--- src/rtl/sram_like_pkg.sv ---
// Shared owner encodings, size codes and request-field layout for the
// SRAM-like instruction/data arbiter.
package sram_like_pkg;

    localparam logic OWNER_INST = 1'b0;
    localparam logic OWNER_DATA = 1'b1;

    localparam logic [1:0] SIZE_B = 2'b00;
    localparam logic [1:0] SIZE_H = 2'b01;
    localparam logic [1:0] SIZE_W = 2'b10;

    localparam int ADDR_BITS = 32;
    localparam int DATA_BITS = 32;
    localparam int STRB_BITS = 4;
    localparam int SIZE_BITS = 2;

    typedef struct packed {
        logic                 wr;
        logic [SIZE_BITS-1:0] size;
        logic [STRB_BITS-1:0] wstrb;
        logic [ADDR_BITS-1:0] addr;
        logic [DATA_BITS-1:0] wdata;
    } req_t;

endpackage

--- src/rtl/sram_like_arbiter_owner_fifo.sv ---
// In-order 1-bit owner tag FIFO; a pop while empty is ignored and flagged.
module owner_fifo #(
    parameter int DEPTH = 4
) (
    input  logic clk,
    input  logic resetn,
    input  logic push,
    input  logic pop,
    input  logic din,
    output logic full,
    output logic empty,
    output logic head,
    output logic pop_err
);

    localparam int PTR_W = $clog2(DEPTH);
    localparam int CNT_W = PTR_W + 1;

    logic             mem [DEPTH];
    logic [PTR_W-1:0] wr_ptr;
    logic [PTR_W-1:0] rd_ptr;
    logic [CNT_W-1:0] count;
    logic             do_push;
    logic             do_pop;

    assign full    = (count == CNT_W'(DEPTH));
    assign empty   = (count == '0);
    assign head    = mem[rd_ptr];
    assign do_push = push && !full;
    assign do_pop  = pop && !empty;
    assign pop_err = pop && empty;

    // Depth is a power of two, so pointers wrap by natural overflow.
    always_ff @(posedge clk) begin
        if (!resetn) begin
            wr_ptr <= '0;
            rd_ptr <= '0;
            count  <= '0;
        end else begin
            if (do_push) wr_ptr <= wr_ptr + PTR_W'(1);
            if (do_pop)  rd_ptr <= rd_ptr + PTR_W'(1);
            count <= count + CNT_W'(do_push) - CNT_W'(do_pop);
        end
    end

    always_ff @(posedge clk) begin
        if (do_push) mem[wr_ptr] <= din;
    end

endmodule

--- src/rtl/sram_like_arbiter.sv ---
// Shares one SRAM-like slave port between instruction and data masters:
// data-over-inst priority with grant locking, responses routed by owner FIFO.
module sram_like_arbiter
    import sram_like_pkg::*;
#(
    parameter int MAX_OUTSTANDING = 4
) (
    input  logic        clk,
    input  logic        resetn,

    input  logic        inst_req,
    input  logic        inst_wr,
    input  logic [1:0]  inst_size,
    input  logic [3:0]  inst_wstrb,
    input  logic [31:0] inst_addr,
    input  logic [31:0] inst_wdata,
    output logic        inst_addr_ok,
    output logic        inst_data_ok,
    output logic [31:0] inst_rdata,

    input  logic        data_req,
    input  logic        data_wr,
    input  logic [1:0]  data_size,
    input  logic [3:0]  data_wstrb,
    input  logic [31:0] data_addr,
    input  logic [31:0] data_wdata,
    output logic        data_addr_ok,
    output logic        data_data_ok,
    output logic [31:0] data_rdata,

    output logic        slv_req,
    output logic        slv_wr,
    output logic [1:0]  slv_size,
    output logic [3:0]  slv_wstrb,
    output logic [31:0] slv_addr,
    output logic [31:0] slv_wdata,
    input  logic        slv_addr_ok,
    input  logic        slv_data_ok,
    input  logic [31:0] slv_rdata,

    output logic        idle,
    output logic        proto_err
);

    logic lock_valid, lock_valid_next;
    logic lock_owner, lock_owner_next;
    logic grant_valid;
    logic grant;
    logic locked_req;
    logic granted_req;
    logic fifo_full, fifo_empty, fifo_head, fifo_pop_err;
    logic push, pop;
    req_t inst_f, data_f, sel_f;

    assign inst_f = '{wr: inst_wr, size: inst_size, wstrb: inst_wstrb,
                      addr: inst_addr, wdata: inst_wdata};
    assign data_f = '{wr: data_wr, size: data_size, wstrb: data_wstrb,
                      addr: data_addr, wdata: data_wdata};

    // A lock only binds while its owner still holds req; otherwise fall
    // through to normal priority so the other master can go this cycle.
    assign locked_req = (lock_owner == OWNER_DATA) ? data_req : inst_req;

    always_comb begin
        grant_valid = 1'b0;
        grant       = OWNER_INST;
        if (lock_valid && locked_req) begin
            grant_valid = 1'b1;
            grant       = lock_owner;
        end else if (data_req) begin
            grant_valid = 1'b1;
            grant       = OWNER_DATA;
        end else if (inst_req) begin
            grant_valid = 1'b1;
            grant       = OWNER_INST;
        end
    end

    assign granted_req = (grant == OWNER_DATA) ? data_req : inst_req;
    assign sel_f       = (grant == OWNER_DATA) ? data_f : inst_f;

    assign slv_req   = grant_valid && granted_req && !fifo_full && resetn;
    assign slv_wr    = sel_f.wr;
    assign slv_size  = sel_f.size;
    assign slv_wstrb = sel_f.wstrb;
    assign slv_addr  = sel_f.addr;
    assign slv_wdata = sel_f.wdata;

    assign inst_addr_ok = slv_addr_ok && slv_req && (grant == OWNER_INST);
    assign data_addr_ok = slv_addr_ok && slv_req && (grant == OWNER_DATA);

    always_comb begin
        lock_valid_next = lock_valid;
        lock_owner_next = lock_owner;
        if (lock_valid && !locked_req) lock_valid_next = 1'b0;
        if (slv_req) begin
            if (slv_addr_ok) begin
                lock_valid_next = 1'b0;
            end else begin
                lock_valid_next = 1'b1;
                lock_owner_next = grant;
            end
        end
    end

    always_ff @(posedge clk) begin
        if (!resetn) begin
            lock_valid <= 1'b0;
            lock_owner <= OWNER_INST;
            proto_err  <= 1'b0;
        end else begin
            lock_valid <= lock_valid_next;
            lock_owner <= lock_owner_next;
            if (fifo_pop_err) proto_err <= 1'b1;
        end
    end

    assign push = slv_req && slv_addr_ok;
    assign pop  = slv_data_ok && resetn;

    owner_fifo #(
        .DEPTH (MAX_OUTSTANDING)
    ) u_owner_fifo (
        .clk     (clk),
        .resetn  (resetn),
        .push    (push),
        .pop     (pop),
        .din     (grant),
        .full    (fifo_full),
        .empty   (fifo_empty),
        .head    (fifo_head),
        .pop_err (fifo_pop_err)
    );

    assign inst_data_ok = pop && !fifo_empty && (fifo_head == OWNER_INST);
    assign data_data_ok = pop && !fifo_empty && (fifo_head == OWNER_DATA);
    assign inst_rdata   = slv_rdata;
    assign data_rdata   = slv_rdata;

    assign idle = fifo_empty && !lock_valid;

endmodule

--- config.mk ---
export PLATFORM = sky130hd
export DESIGN_NAME = sram_like_arbiter
export DESIGN_NICKNAME = d
export VERILOG_FILES = /design/src/rtl/sram_like_pkg.sv /design/src/rtl/sram_like_arbiter_owner_fifo.sv /design/src/rtl/sram_like_arbiter.sv
export SDC_FILE = /design/constraint.sdc
export NUM_CORES = 1
export LEC_CHECK = 0
export CORE_AREA = 2 2 123 125
export CTS_BUF_LIST = sky130_fd_sc_hd__clkbuf_8
export DETAILED_ROUTE_END_ITERATION = 8
export DIE_AREA = 0 0 125 127
export PLACE_DENSITY = 0.57
export SLEW_MARGIN = 20
export SYNTH_ARGS = -nofsm -noshare
export SYNTH_HDL_FRONTEND = slang
export SYNTH_SLANG_ARGS = --single-unit
--- constraint.sdc ---
create_clock -name clk -period 2.7 [get_ports clk]
set_clock_uncertainty 0.2 [all_clocks]
set_input_delay 0.81 -clock clk [delete_from_list [all_inputs] [get_ports clk]]
set_output_delay 0.81 -clock clk [all_outputs]
set_load 0.05 [all_outputs]
---- Yosys cells after proc, flatten, opt, wreduce, memory -nomap -nowiden ----
Memories as Yosys holds them, arrays and structs flattened. A register that Yosys moved wholly into a read port is not among the register bits.
Cells that the tools add are included.
operators by class
  equality and inequality tests ........... 1
  bitwise logic cells ..................... 3
  add/sub/neg operators ................... 4
  reductions and logical operators ........ 22
  muxes and demuxes ....................... 15
operators by type and width
  kind                                          count
  two-way mux 71 bit                            1
  logical AND 1 bit                             15
  two-way mux 1 bit                             12
  adder 2 x 1 -> 2 bit (second input constant)  2
  zero test 1 bit                               4
  two-way mux 2 bit                             2
  adder 3 x 1 -> 3 bit                          1
  equality test 3 bit (second input constant)   1
  zero test 3 bit                               1
  NOT 1 bit                                     3
  subtractor 3 x 1 -> 3 bit                     1
  AND reduction 2 bit                           1
  nonzero test 2 bit                            1
storage, ports and cells
  flip-flop bits (word level) ............. 10
  output and inout port bits .............. 142
  RAM bits ................................ 4
  memories kept ........................... 1
memories
  memory            words  bits a word  read ports  clocked after memory_dff  wr ports  RTL line                            source
  u_owner_fifo.mem  4      1            1           1                         1         sram_like_arbiter_owner_fifo.sv:19  logic mem [DEPTH];

---- Depth between registers and ports, before layout ----
  word-level depth ........................ 11
  mapped depth ............................ 9
  depth with buffers taken out ............ 9

---- Modules after synthesis ----
From an unflattened synthesis, not the netlist that was laid out.
unflattened totals
  cells, all modules ...................... 224
  area total of the unflattened synthesis .. 2,408.6 sq um
by module, submodules not included
  module             area an instance (sq um)  times used  cells an instance  sequential area each (sq um)
  sram_like_arbiter  1,767.9                   1           167                60.1
  owner_fifo         640.6                     1           57                 300.3

---- Least setup slack after synthesis ----
No wires, ideal clock.
  path kind ............................... input -> output
  from .................................... input data_req
  to ...................................... output data_addr_ok
  cell stages on the path ................. 3
  arrival ................................. 2,003 ps
  path buffers ............................ 0
  setup slack ............................. -313 ps
  cells stage by stage .................... o21ai_1 > nor3b_4 > nor2b_1
between the ends
  cells in the longest elaborated chain, start to end .. 9
RTL lines
  what                            RTL line                 source
  start: declaration              sram_like_arbiter.sv:21  input logic data_req,
  two-way mux 1 bit               sram_like_arbiter.sv:62  assign locked_req = (lock_owner == OWNER_DATA) ? data_req : inst_req;
  logical AND 1 bit               sram_like_arbiter.sv:67  if (lock_valid && locked_req) begin
  two-way mux 1 bit               sram_like_arbiter.sv:67
  two-way mux 1 bit               sram_like_arbiter.sv:79  assign granted_req = (grant == OWNER_DATA) ? data_req : inst_req;
  logical AND 1 bit (3 in a row)  sram_like_arbiter.sv:82  assign slv_req = grant_valid && granted_req && !fifo_full && resetn;
  logical AND 1 bit               sram_like_arbiter.sv:90  assign data_addr_ok = slv_addr_ok && slv_req && (grant == OWNER_DATA);
  logical AND 1 bit (*)           sram_like_arbiter.sv:90
  end: declaration                sram_like_arbiter.sv:27  output logic data_addr_ok,
Mark *: on every way between the ends. The rest lies on a longest branch, timed or not.

---- Worst setup path after layout ----
  from .................................... input inst_req
  to ...................................... output slv_addr[13]
between the ends
  cells in the longest elaborated chain, start to end .. 4
RTL lines
  what                RTL line                 source
  start: declaration  sram_like_arbiter.sv:11  input logic inst_req,
  two-way mux 1 bit   sram_like_arbiter.sv:62
  logical AND 1 bit   sram_like_arbiter.sv:67
  two-way mux 1 bit   sram_like_arbiter.sv:67
  two-way mux 71 bit  sram_like_arbiter.sv:80  assign sel_f = (grant == OWNER_DATA) ? data_f : inst_f;
  end: declaration    sram_like_arbiter.sv:35  output logic [31:0] slv_addr,
No other way between the ends.

==> results.json <==
{
  "synth_seq_cells": 16,
  "die_y_um": 127,
  "postCtsHoldBufs": 0,
  "drt-total-wl_mm": 10.8,
  "yosys_warnings": 0,
  "syn_area_per_cell_sq_um": 9.92,
  "path_common_cell": "buf_8",
  "clockBufferDepth": 2,
  "critical_path.endpoint_type": "primary output",
  "cp_num_buf_inv": 5,
  "drtIter0Drc": 38,
  "synth_common_cells": "buf_4 (65), mux2_1 (51), mux2_2 (21)",
  "period_minus_slack_ps": 3020,
  "synthToLayoutAreaGrowth_pct": 134,
  "via_per_inst": 3.82,
  "layoutNonFillerInstCount": 582,
  "rows": 44,
  "synth_top_area_frac": 0.268,
  "max_freq_mhz": 331,
  "n_antenna_cell": 0,
  "grt_setup_unrepaired": "true",
  "p_leak_nw": 2.18,
  "floorplan.core_area_sq_um": 14400,
  "synth_cells": 216,
  "overflow": 0,
  "die_w_um": 125,
  "post_dp_cell_area_sq_um": 4100,
  "syn_nets": 403,
  "first_pass_iters": 4,
  "setup_slack_ps": -317,
  "slowest_stage": "mux2_4",
  "async_flop_share": 0,
  "path_class": "primary input to primary output",
  "place_ws_ps": -804,
  "grt_pass1_vias": 2417,
  "path_cells": "buf_8 -> nand2_4 -> o21ai_4 -> buf_8 -> buf_12 -> buf_16 -> mux2_4 -> buf_8",
  "crit_arrival_ps": 2010,
  "fin_area_sq_um": 5020,
  "vias": 2223,
  "grt_max_degree": 12,
  "cpPeakStageDelay_ps": 310,
  "ys_dominant_reg_cell": "dfxtp_1",
  "synth_edf_count": 4,
  "cts_root_buf": "clkbuf_8",
  "insertion_delay_ps": 250,
  "syn_area_sq_um": 2140,
  "yosysTopAreaCell": "mux2_1",
  "place.gp.congestion": 0.826,
  "hold_violations": 0,
  "worst_slew_pin_slew_ps": 507,
  "cts_tree": "yes",
  "drive_gt1_frac": 0.487,
  "wl_per_cell_um": 18.5,
  "route.detailed.drc": 0,
  "critPathTopFamily": "buffers and inverters",
  "port_buffers": 225,
  "clkTransAtPathRegs_ps": 50,
  "finalSetupViolCount": 73,
  "path_max_fanout": 7,
  "slew-limit-headroom": 0.661,
  "cts_made_buffers": 3,
  "synth_cell_types": 30,
  "max_cap_violations": 0,
  "die-area_sq_um": 15900,
  "grt_pass1_wl_mm": 14.6,
  "h-tree-depth": 1,
  "dp_hpwl_mm": 7.80,
  "ys_seq_area_frac": 0.168,
  "clkSinkCount": 16,
  "hp-class": "flip-flop to flip-flop",
  "power_density_nw_per_um2": 421,
  "ant_nets": 0,
  "drv_slew": 0,
  "synthTopCellsByArea": "mux2_1 (27%), buf_4 (23%), dfxtp_1 (11%), mux2_2 (11%), edfxtp_1 (5.6%)",
  "start_util": 0.149,
  "layout_worst_path_cycle_share": 1.12,
  "cp.required_ps": 1690,
  "final_core_util": 0.348,
  "whs_ps": 250,
  "antenna_found_initial": 0,
  "num_io_pins": 322,
  "violations": "negative setup slack",
  "ir_drop_v": 0.000183,
  "startpoint_type": "primary input",
  "grt_usage": 0.120,
  "dp_cells": 560,
  "synth_most_common_cell": "buf_4",
  "fin_nets": 587,
  "status": "finished, violations left"
}
## what timing repair did
item | in CTS | in global routing
gates resized for setup | 154 | 14
buffers inserted | 9 | 1
hold endpoints to repair | 0 | 0
pin swaps | 1 | 2
endpoints found under the setup margin | 78 | 75
cloned | 6 | 4
## worst paths after layout
check / from / endpoint / slack [ps] / cells past startpoint
max: inst_req / slv_addr[13] / -320 / 8
min: u_owner_fifo.rd_ptr[1] / u_owner_fifo.rd_ptr[1] / 250 / 1
max reg2reg: u_owner_fifo.count[1] / u_owner_fifo.count[2] / 340 / 9
min reg2reg: u_owner_fifo.rd_ptr[1] / u_owner_fifo.rd_ptr[1] / 250 / 1
## stage by stage
| step | setup TNS (ps) | power, mW |
|---|---|---|
| 6_report | -18870 | 2.12 |
| 5_1_grt | -21800 | 2.21 |
| 4_1_cts | -21150 | 2.10 |
| 3_5_place_dp | -55760 | 1.66 |
| 3_3_place_gp | -54330 | 1.65 |
| 2_1_floorplan | -2810 | 1.37 |
## logic make-up after synthesis
family | after synthesis | synth area share
buffers and inverters | 81 | 0.274
muxes | 77 | 0.407
and+or+nand+nor | 26 | 0.0730
DFF | 16 | 0.168
AOI/OAI and AO/OA | 7 | 0.0245
adders and majority gates | 7 | 0.0444
xor gates and xnor gates | 2 | 0.00817
## layout by cell type, fill, tap and decap left out, types with 3 or more instances in the layout
cell type and count:
mux2_2 24, buf_4 9, buf_6 49, nand2_1 5
ha_1 6, edfxtp_1 4, mux2_4 48, and2_1 7
clkdlybuf4s50_1 143, buf_12 11, dfxtp_1 12, clkbuf_16 4
buf_8 27, inv_1 7, clkbuf_8 3, buf_16 5
mux2i_1 4
## report_power, final
group / switching (mW) / leakage (nW) / total [mW] / internal [mW]
combinational: 0.775 / 2.02 / 1.59 / 0.815
clock: 0.0780 / 0.0216 / 0.177 / 0.0988
sequential: 0.0569 / 0.135 / 0.349 / 0.292
## per-layer routing
| layer | track usage | share of wire | wire length [um] | vias to the layer above |
|---|---|---|---|---|
| li1 | - | - | - | 1041 |
| met1 | 0.131 | 0.36 | 3920 | 1005 |
| met2 | 0.222 | 0.52 | 5600 | 153 |
| met3 | 0.0440 | 0.097 | 1040 | 24 |
| met4 | 0.0307 | 0.019 | 203 | 0 |
| met5 | 0 | 0 | 0 | - |
## cell type report
class / instances / area (sq um)
Tap cell: 184 / 230
Sequential cell: 16 / 360
Multi-Input combinational cell: 119 / 1420
Fill cell: 1443 / 9400
Inverter: 8 / 30.0
Timing Repair Buffer: 252 / 2940
Clock buffer: 3 / 41.3
## worst reg2reg max path, delay by kind of cell, from the launching register on
family / cells / cell delay, ps
AOI/OAI and AO/OA: 1 / 390
adders and majority gates: 3 / 790
and+or+nand+nor: 1 / 150
DFF: 1 / 410
xor gates and xnor gates: 1 / 130
buffers and inverters: 3 / 190
Power figures use the tool's default switching activity.
